`config.mk`:
```
export PLATFORM = sky130hd
export DESIGN_NAME = alu_exec
export DESIGN_NICKNAME = d
export VERILOG_FILES = /design/src/rtl/alu_exec_pkg.sv /design/src/rtl/alu_exec_shift_unit.sv /design/src/rtl/alu_exec.sv
export SDC_FILE = /design/constraint.sdc
export NUM_CORES = 1
export LEC_CHECK = 0
export ABC_AREA = 1
export BUFFER_PORTS_ARGS = -buffer_cell sky130_fd_sc_hd__buf_2
export CAP_MARGIN = 40
export CORE_UTILIZATION = 39
export DETAILED_ROUTE_END_ITERATION = 7
export GPL_ROUTABILITY_DRIVEN = 0
export SYNTH_ARGS = -nofsm -noshare
export SYNTH_HDL_FRONTEND = slang
export SYNTH_SLANG_ARGS = --single-unit
```
`constraint.sdc`:
```
create_clock -name clk -period 2.55 [get_ports clk]
set_input_delay 0.255 -clock clk [delete_from_list [all_inputs] [get_ports clk]]
set_output_delay 0.255 -clock clk [all_outputs]
set_load 0.02 [all_outputs]
```
`src/rtl/alu_exec_pkg.sv`:
```
// Shared op encodings, widths and shift control payload for the ALU execute slice.
package alu_exec_pkg;

    localparam int unsigned OP_SIZE_LOG  = 5;
    localparam int unsigned ROB_SIZE_LOG = 4;
    localparam int unsigned XLEN         = 32;
    localparam int unsigned SHAMT_W      = 5;

    localparam logic [OP_SIZE_LOG-1:0] OP_NOP   = 5'd0;
    localparam logic [OP_SIZE_LOG-1:0] OP_LUI   = 5'd1;
    localparam logic [OP_SIZE_LOG-1:0] OP_AUIPC = 5'd2;
    localparam logic [OP_SIZE_LOG-1:0] OP_JAL   = 5'd3;
    localparam logic [OP_SIZE_LOG-1:0] OP_JALR  = 5'd4;
    localparam logic [OP_SIZE_LOG-1:0] OP_BEQ   = 5'd5;
    localparam logic [OP_SIZE_LOG-1:0] OP_BNE   = 5'd6;
    localparam logic [OP_SIZE_LOG-1:0] OP_BLT   = 5'd7;
    localparam logic [OP_SIZE_LOG-1:0] OP_BGE   = 5'd8;
    localparam logic [OP_SIZE_LOG-1:0] OP_BLTU  = 5'd9;
    localparam logic [OP_SIZE_LOG-1:0] OP_BGEU  = 5'd10;
    localparam logic [OP_SIZE_LOG-1:0] OP_ADD   = 5'd11;
    localparam logic [OP_SIZE_LOG-1:0] OP_SUB   = 5'd12;
    localparam logic [OP_SIZE_LOG-1:0] OP_SLL   = 5'd13;
    localparam logic [OP_SIZE_LOG-1:0] OP_SLT   = 5'd14;
    localparam logic [OP_SIZE_LOG-1:0] OP_SLTU  = 5'd15;
    localparam logic [OP_SIZE_LOG-1:0] OP_XOR   = 5'd16;
    localparam logic [OP_SIZE_LOG-1:0] OP_SRL   = 5'd17;
    localparam logic [OP_SIZE_LOG-1:0] OP_SRA   = 5'd18;
    localparam logic [OP_SIZE_LOG-1:0] OP_OR    = 5'd19;
    localparam logic [OP_SIZE_LOG-1:0] OP_AND   = 5'd20;
    localparam logic [OP_SIZE_LOG-1:0] OP_ADDI  = 5'd21;
    localparam logic [OP_SIZE_LOG-1:0] OP_SLTI  = 5'd22;
    localparam logic [OP_SIZE_LOG-1:0] OP_SLTIU = 5'd23;
    localparam logic [OP_SIZE_LOG-1:0] OP_XORI  = 5'd24;
    localparam logic [OP_SIZE_LOG-1:0] OP_ORI   = 5'd25;
    localparam logic [OP_SIZE_LOG-1:0] OP_ANDI  = 5'd26;
    localparam logic [OP_SIZE_LOG-1:0] OP_SLLI  = 5'd27;
    localparam logic [OP_SIZE_LOG-1:0] OP_SRLI  = 5'd28;
    localparam logic [OP_SIZE_LOG-1:0] OP_SRAI  = 5'd29;

    // Direction and fill control handed to the iterative shifter.
    typedef struct packed {
        logic left;
        logic arith;
    } shift_ctrl_t;

endpackage

```
`src/rtl/alu_exec_shift_unit.sv`:
```
// Iterative one-bit-per-cycle shifter: operand register, counter, direction control.
module alu_shift_unit
    import alu_exec_pkg::*;
(
    input  logic                clk,
    input  logic                rst_n,
    input  logic                rdy,
    input  logic                flush,
    input  logic                load,
    input  logic [XLEN-1:0]     operand,
    input  logic [SHAMT_W-1:0]  shamt,
    input  shift_ctrl_t         ctrl,
    output logic [XLEN-1:0]     step_c,
    output logic                last_c
);

    logic [XLEN-1:0]    opnd;
    logic [SHAMT_W-1:0] cnt;
    shift_ctrl_t        ctrl_q;

    // One shift step applied to the held operand.
    always_comb begin
        step_c = opnd;
        if (ctrl_q.left) begin
            step_c = {opnd[XLEN-2:0], 1'b0};
        end else begin
            step_c = {ctrl_q.arith & opnd[XLEN-1], opnd[XLEN-1:1]};
        end
        last_c = (cnt == SHAMT_W'(1));
    end

    // Load on acceptance, then shift and count down while frozen on !rdy.
    always_ff @(posedge clk or negedge rst_n) begin
        if (!rst_n) begin
            opnd   <= '0;
            cnt    <= '0;
            ctrl_q <= '0;
        end else if (rdy) begin
            if (flush) begin
                cnt <= '0;
            end else if (load) begin
                opnd   <= operand;
                cnt    <= shamt;
                ctrl_q <= ctrl;
            end else if (cnt != '0) begin
                opnd <= step_c;
                cnt  <= cnt - SHAMT_W'(1);
            end
        end
    end

endmodule

```
`src/rtl/alu_exec.sv`:
```
// RV32I execute unit: single-cycle compute, iterative shifts, branch resolution.
module alu_exec
    import alu_exec_pkg::*;
#(
    parameter int unsigned OP_W  = OP_SIZE_LOG,
    parameter int unsigned ROB_W = ROB_SIZE_LOG
) (
    input  logic             clk,
    input  logic             rst_n,
    input  logic             rdy,
    input  logic             ALU_enable,
    input  logic [OP_W-1:0]  op_to_ALU,
    input  logic [31:0]      vj_to_ALU,
    input  logic [31:0]      vk_to_ALU,
    input  logic [31:0]      imm_to_ALU,
    input  logic [ROB_W-1:0] robid_to_ALU,
    input  logic [31:0]      curpc_to_ALU,
    input  logic             pred_fail_flag,
    output logic             ALU_valid,
    output logic [31:0]      ALU_value,
    output logic [ROB_W-1:0] ALU_robid,
    output logic             ALU_jump,
    output logic [31:0]      ALU_target_pc,
    output logic             alu_ready
);

    typedef enum logic [0:0] {ST_IDLE, ST_SHIFT} state_t;

    state_t                  state, next_state;
    logic [OP_SIZE_LOG-1:0]  op_c;
    logic [31:0]             rhs_c, pc4_c, result_c, target_c, shift_step_c;
    logic                    jump_c, cond_c, is_branch_c, is_shift_c, use_imm_c;
    logic [SHAMT_W-1:0]      shamt_c;
    shift_ctrl_t             sctrl_c;
    logic                    accept_c, flush_c, load_c, finish_c, shift_last_c;

    assign op_c      = OP_SIZE_LOG'(op_to_ALU);
    assign pc4_c     = curpc_to_ALU + 32'd4;
    assign use_imm_c = op_c inside {OP_ADDI, OP_SLTI, OP_SLTIU, OP_XORI, OP_ORI, OP_ANDI,
                                    OP_SLLI, OP_SRLI, OP_SRAI};
    assign rhs_c     = use_imm_c ? imm_to_ALU : vk_to_ALU;
    assign alu_ready = (state == ST_IDLE);
    assign flush_c   = rdy && pred_fail_flag;
    assign accept_c  = rdy && ALU_enable && alu_ready && !pred_fail_flag;

    // Combinational compute of value, branch condition and next PC.
    always_comb begin
        result_c    = '0;
        jump_c      = 1'b0;
        target_c    = pc4_c;
        cond_c      = 1'b0;
        is_branch_c = 1'b0;
        is_shift_c  = 1'b0;
        shamt_c     = rhs_c[SHAMT_W-1:0];
        sctrl_c     = '0;
        case (op_c)
            OP_LUI:   result_c = imm_to_ALU;
            OP_AUIPC: result_c = curpc_to_ALU + imm_to_ALU;
            OP_JAL: begin
                result_c = pc4_c;
                jump_c   = 1'b1;
                target_c = curpc_to_ALU + imm_to_ALU;
            end
            OP_JALR: begin
                result_c = pc4_c;
                jump_c   = 1'b1;
                target_c = (vj_to_ALU + imm_to_ALU) & ~32'd1;
            end
            OP_BEQ:  begin is_branch_c = 1'b1; cond_c = (vj_to_ALU == vk_to_ALU); end
            OP_BNE:  begin is_branch_c = 1'b1; cond_c = (vj_to_ALU != vk_to_ALU); end
            OP_BLT:  begin is_branch_c = 1'b1; cond_c = ($signed(vj_to_ALU) <  $signed(vk_to_ALU)); end
            OP_BGE:  begin is_branch_c = 1'b1; cond_c = ($signed(vj_to_ALU) >= $signed(vk_to_ALU)); end
            OP_BLTU: begin is_branch_c = 1'b1; cond_c = (vj_to_ALU <  vk_to_ALU); end
            OP_BGEU: begin is_branch_c = 1'b1; cond_c = (vj_to_ALU >= vk_to_ALU); end
            OP_ADD, OP_ADDI:   result_c = vj_to_ALU + rhs_c;
            OP_SUB:            result_c = vj_to_ALU - rhs_c;
            OP_SLT, OP_SLTI:   result_c = {31'b0, $signed(vj_to_ALU) < $signed(rhs_c)};
            OP_SLTU, OP_SLTIU: result_c = {31'b0, vj_to_ALU < rhs_c};
            OP_XOR, OP_XORI:   result_c = vj_to_ALU ^ rhs_c;
            OP_OR, OP_ORI:     result_c = vj_to_ALU | rhs_c;
            OP_AND, OP_ANDI:   result_c = vj_to_ALU & rhs_c;
            OP_SLL, OP_SLLI: begin is_shift_c = 1'b1; sctrl_c.left  = 1'b1; result_c = vj_to_ALU; end
            OP_SRL, OP_SRLI: begin is_shift_c = 1'b1; result_c = vj_to_ALU; end
            OP_SRA, OP_SRAI: begin is_shift_c = 1'b1; sctrl_c.arith = 1'b1; result_c = vj_to_ALU; end
            default: result_c = '0;
        endcase
        if (is_branch_c) begin
            result_c = {31'b0, cond_c};
            jump_c   = cond_c;
            target_c = cond_c ? (curpc_to_ALU + imm_to_ALU) : pc4_c;
        end
    end

    alu_shift_unit u_shift (
        .clk     (clk),
        .rst_n   (rst_n),
        .rdy     (rdy),
        .flush   (flush_c),
        .load    (load_c),
        .operand (vj_to_ALU),
        .shamt   (shamt_c),
        .ctrl    (sctrl_c),
        .step_c  (shift_step_c),
        .last_c  (shift_last_c)
    );

    // FSM state register.
    always_ff @(posedge clk or negedge rst_n) begin
        if (!rst_n) state <= ST_IDLE;
        else        state <= next_state;
    end

    // Next state, shifter load and shift completion.
    always_comb begin
        next_state = state;
        load_c     = 1'b0;
        finish_c   = 1'b0;
        if (flush_c) begin
            next_state = ST_IDLE;
        end else if (rdy) begin
            case (state)
                ST_IDLE: begin
                    if (accept_c && is_shift_c && (shamt_c != '0)) begin
                        next_state = ST_SHIFT;
                        load_c     = 1'b1;
                    end
                end
                ST_SHIFT: begin
                    if (shift_last_c) begin
                        next_state = ST_IDLE;
                        finish_c   = 1'b1;
                    end
                end
                default: next_state = ST_IDLE;
            endcase
        end
    end

    // Broadcast and branch output registers.
    always_ff @(posedge clk or negedge rst_n) begin
        if (!rst_n) begin
            ALU_valid     <= 1'b0;
            ALU_value     <= '0;
            ALU_robid     <= '0;
            ALU_jump      <= 1'b0;
            ALU_target_pc <= '0;
        end else if (rdy) begin
            ALU_valid <= 1'b0;
            if (accept_c) begin
                ALU_robid     <= robid_to_ALU;
                ALU_jump      <= jump_c;
                ALU_target_pc <= target_c;
                if (!load_c) begin
                    ALU_valid <= 1'b1;
                    ALU_value <= result_c;
                end
            end else if (finish_c) begin
                ALU_valid <= 1'b1;
                ALU_value <= shift_step_c;
            end
        end
    end

endmodule

```
## Word level (Yosys, flattened, before mapping)

Cells that the tools add are included.

| operators by class | value |
|---|---|
| $add $sub $neg | 6 |
| magnitude comparators | 6 |
| equality and inequality tests | 33 |
| mux-type cells | 37 |
| bitwise operators | 6 |
| reduce and logical (&&, ||, !) cells | 30 |

Operator list:

| kind | number |
|---|---|
| $pmux 32 s11 | 1 |
| $mux 32 | 10 |
| $lt 32x32->1 | 4 |
| $add 32x32->32 | 3 |
| $eq 5x5->1 const B | 14 |
| $ge 32x32->1 | 2 |
| $pmux 32 s2 | 1 |
| $eq 5x4->1 const B | 8 |
| $add 32x3->32 const B | 1 |
| $and 32x32->32 | 1 |
| $eq 32x32->1 | 1 |
| $ne 32x32->1 | 1 |
| $or 32x32->32 | 1 |
| $sub 32x32->32 | 1 |
| $xor 32x32->32 | 1 |
| $eq 5x3->1 const B | 4 |
| $mux 1 | 20 |
| $reduce_or 2->1 | 9 |
| $mux 5 | 3 |
| $reduce_or 6->1 | 2 |
| $eq 5x1->1 const B | 2 |
| $eq 5x2->1 const B | 2 |
| $reduce_bool 5->1 | 2 |
| $reduce_and 3->1 | 3 |
| other kinds (12) | 21 |

| storage, ports and cells | value |
|---|---|
| register bits | 110 |
| input bits | 142 |

## Depth between registers and ports, before layout

| depth | value |
|---|---|
| depth after elaboration | 11 |
| mapped depth | 30 |
| mapped depth without buffers | 28 |

## By module

From an unflattened synthesis, not the netlist that was laid out.

| unflattened totals | value |
|---|---|
| cell total of the unflattened synthesis | 3,159 |
| area total of the unflattened synthesis | 19,065.8 um^2 |

By module, submodules not included:

| module | times used | cells an instance | area each (um^2) | sequential area each (um^2) |
|---|---|---|---|---|
| alu_exec | 1 | 2,789 | 16,488.3 | 1,776.7 |
| alu_shift_unit | 1 | 370 | 2,577.5 | 975.9 |

## Worst setup path before layout

No wires, ideal clock.

| timing | value |
|---|---|
| kind | input -> register |
| start point | in op_to_ALU[4] |
| end point | reg ALU_value[14] |
| arrival | 3,409 ps |
| slack | -975 ps |
| stages | 25 |
| path buffers | 4 |
| cell sequence | buf_4 > inv_2 > nor2_1 > nand2_2 > o21ai_2 > nor2_2 > nand3_4 > buf_6 > clkbuf_1 > o21ai_0 > inv_1 > ha_1 > clkbuf_1 > inv_1 > a21o_1 > a21oi_1 > o21ai_1 > or2_2 > nand3_1 > nand2_1 > nand3b_1 > nand2_1 > nand2_1 > nand2_1 > nand2_1 |

| on the way | value |
|---|---|
| longest elaborated chain between the ends | 11 |
| elaborated cells between the ends (all ways) | 60 |
| classes of those cells | add/sub (2); eq/ne (30); mux (11); bitwise (3); reduce/logical (14) |

RTL lines:

| item | RTL line | source |
|---|---|---|
| from (decl) | alu_exec.sv:12 | `input logic [OP_W-1:0] op_to_ALU,` |
| parallel branches: the longest is 11 deep, another holds $sub 32x32->32 | -- |  |
| to (signal assigned) | alu_exec.sv:155 | `ALU_value <= result_c;` |
| to (signal assigned) | alu_exec.sv:159 | `ALU_value <= shift_step_c;` |
| to (decl) | alu_exec.sv:20 | `output logic [31:0] ALU_value,` |

Several ways; the timed one is not identified. The select of a mux whose other input is x is not followed.
A chain may end at the register's enable or synchronous reset.

## Final worst setup path

| timing | value |
|---|---|
| start point | in op_to_ALU[0] |
| end point | reg ALU_value[14] |

Same word-level chain as after synthesis.

==> out/metrics.json <==
{
  "timing": {
    "setup_viol": 31,
    "max_slew.worst_pin.slew_ps": 840,
    "period_utilization_pct": 120,
    "finClkSkew_ps": 19.4,
    "final_hold_viol_count": 0,
    "timing.final.crit_period_ps": 3060,
    "finalWorstSetupSlack_ps": -512,
    "slew-limit-headroom_pct": 43.4,
    "final_max_slew_viol_count": 0,
    "rsz0062_at_grt": "yes",
    "fmax_mhz": 327,
    "setup_tns_ps": -11050
  },
  "critical_path": {
    "worst_path_dominant_cell_family": "simple AND/OR/NAND/NOR gates",
    "cp_max_fo": 9,
    "setup.reg_to_reg.worst_slack_ps": 500,
    "crit_path_dat_ps": 3390,
    "cp_slowest_cell": "sky130_fd_sc_hd__ha_4",
    "endpoint_kind": "register",
    "worst-setup-path-type": "in -> reg",
    "cpMostUsedCell": "sky130_fd_sc_hd__nand2_1",
    "worst_path_buffer_plus_inverter_count": 8,
    "data_required_time_of_the_worst_path_ps": 2880,
    "crit_path_start_kind": "primary input",
    "critical_path.max_stage_delay_ps": 320
  },
  "floorplanning": {
    "floorplan.initialDensity_pct": 39.4,
    "die_area_sq_um": 49000,
    "die-height_microns": 221,
    "io-pin-count": 213,
    "coreArea_sq_um": 47600,
    "die_w_microns": 221,
    "site_row_count": 80
  },
  "clock_network": {
    "cts_max_level": 3,
    "clk_pin_slew_worst_paths_ps": 100,
    "tritoncts": "yes",
    "cts_buffers": 9,
    "clock_latency_ps": 420,
    "clockBufferDepth": 2,
    "cts-root-buf": "sky130_fd_sc_hd__clkbuf_16",
    "clock_sink_count": 110
  },
  "global_route": {
    "overall_fraction_of_global_route_tracks_in_use_pct": 40.8,
    "first_global_vias": 24300,
    "grt_max_degree": 68,
    "grt_pass1_wl_mm": 150,
    "grt_overflow_total": 0,
    "initial_antenna_violation_count": 5
  },
  "logic_synthesis": {
    "postSynthCellCount": 3277,
    "syn_nets": 3623,
    "post_synth_instance_area_sq_um": 18800,
    "synth_cell_types": 53,
    "post_synth.cell_area_avg_sq_um": 5.73,
    "postSynth.topFlopCell": "sky130_fd_sc_hd__dfrtp_1",
    "yosys_register_bits": 110,
    "ys_warn_count": 0,
    "seq_total_area_yosys_pct": 14.7,
    "synth_enable_flop_cells": 0,
    "ffs_w_async_s_r_synth_pct": 100
  },
  "drt": {
    "first_pass_iters": 7,
    "via_per_instance_ratio": 5.70,
    "detailroute.via_count": 27000,
    "post_drt_wl_per_cell_microns": 21.8,
    "remaining_drc_errors": 0,
    "final_antenna_net_count": 0,
    "route.final.wire_length_mm": 104,
    "drtIter0Drc": 3946
  },
  "placed_design": {
    "placed_cell_area_sq_um": 26000,
    "dp.final_hpwl_mm": 83.4,
    "port-buffer-count": 212
  },
  "status": {
    "violations_in_the_final_reports": "negative setup slack",
    "run_status": "finished, violations left"
  },
  "layout": {
    "layout.cell_area.non_filler_sq_um": 28000,
    "final_layout_size_suffix_gt1_share_pct": 32.0,
    "final_common_cell": "sky130_fd_sc_hd__nand2_1",
    "most-common-layout-cells": "sky130_fd_sc_hd__nand2_1 (988), sky130_fd_sc_hd__buf_4 (681), sky130_fd_sc_hd__inv_1 (305), sky130_fd_sc_hd__nor2_1 (243), sky130_fd_sc_hd__nand3_1 (228)",
    "areaGrowthSynthToFinish_pct": 49.0,
    "final_net_count": 4468
  },
  "min_path": {
    "min-delay-path-class": "in -> reg"
  },
  "power": {
    "power.static_leakage_uw": 0.0142,
    "power_density_nw_per_um2": 495,
    "peakVddDrop_uv": 350
  },
  "job": {
    "timing.max_cap.violations": 0
  }
}
==> cell families after synthesis <==
| kind of cell | synth area share [%] |
|---|---|
| AO/OA/AOI/OAI | 20.8 |
| adder cells (fa/ha/maj) | 13.7 |
| multiplexers | 0.160 |
| buffers and inverters | 9.79 |
| AND/OR/NAND/NOR | 39.2 |
| flip-flops | 14.7 |
| XOR/XNOR | 1.68 |
==> through the flow <==
| step | std cells | setup WS [ps] | utilization, % | hold slack (ps) | total power, uW |
|---|---|---|---|---|---|
| after detailed placement | 4684 | -1150 | 54.5 | 305 | 11200 |
| after global placement | 4683 | -1110 | 54.5 | 296 | 11200 |
| after CTS | 4735 | -412 | 57.6 | 12.6 | 13300 |
| after floorplan | 3277 | -518 | - | -40.6 | 7160 |
| after global routing | 4742 | -670 | 58.7 | 28.7 | 14600 |
| final | 4743 | -512 | 58.7 | 15.4 | 13900 |
==> routing by layer <==
metal | GRT usage (%) | wire (microns)
met3 | 10.4 | 12700
met4 | 28.7 | 8490
met1 | 53.3 | 41000
met5 | 0 | 165
met2 | 58.4 | 41200
==> registers in the layout, summed over array words and instances, names as in the netlist, 2 cells and up <==
name and flops:
ALU_target_pc 32, ALU_value 32, u_shift.opnd 32, u_shift.cnt 5
ALU_robid 4, u_shift.ctrl_q 2
==> worst register-to-register path: stages (launching register included) <==
cell                      delay [ps]
sky130_fd_sc_hd__dfrtp_1         510
sky130_fd_sc_hd__inv_1           520
sky130_fd_sc_hd__o21ai_0         310
sky130_fd_sc_hd__nand2_1         230
sky130_fd_sc_hd__nand2_1         130
sky130_fd_sc_hd__buf_12          150
sky130_fd_sc_hd__nand2_1          50
sky130_fd_sc_hd__nand2_1          50
==> worst paths after layout <==
| check | start | end | cells after the start |
|---|---|---|---|
| setup / recovery | op_to_ALU[0] | ALU_value[14] | 27 |
| hold / removal | robid_to_ALU[0] | ALU_robid[0] | 3 |
| setup reg to reg | u_shift.ctrl_q[1] | ALU_value[26] | 7 |
| hold reg to reg | ALU_target_pc[25] | ALU_target_pc[25] | 2 |
| max in group asynchronous | rst_n | ALU_target_pc[4] | 3 |
| min in group asynchronous | rst_n | state | 2 |
==> Yosys cell counts, drive strengths merged (17+ instances only) <==
master	number	area [sq um]
o21ai	310	1560
nand3b	18	135
or2	20	125
xor2	25	219
nand4	59	375
inv	359	1350
buf	36	234
o21a	17	135
clkbuf	67	253
ha	200	2500
nor3	37	185
dfrtp	110	2750
o211ai	22	165
nor2	296	1130
nand3	249	1260
a21oi	257	1290
nand2	1050	3970
==> power breakdown <==
group          total, uW  internal [uW]  switching [uW]  leakage (uW)
Combinational       9340           3770            5580        0.0127
Clock               1620            701             922      0.000149
Sequential          2890           2310             586       0.00142
==> area by class of cell <==
| class | instances | area, sq um |
|---|---|---|
| inverter | 359 | 1390 |
| antenna | 1 | 2.50 |
| fill | 4695 | 19700 |
| clock inverter | 7 | 77.6 |
| multi-input combinational | 2705 | 15800 |
| tap | 615 | 769 |
| timing repair buffer | 937 | 7000 |
| sequential | 110 | 2750 |
| clock buffer | 9 | 225 |
==> what timing repair did <==
| item | 4_1_cts | 5_1_grt |
|---|---|---|
| endpoints found under the hold margin | 40 | 0 |
| setup endpoints to repair | 31 | 65 |
| gates resized for setup | 273 | 109 |
| pin swaps | 70 | 26 |
| setup buffers | 38 | 7 |
| cloned | 1 | 3 |
| hold buffers | 1 | 0 |
(Power assumes the default switching activity.)
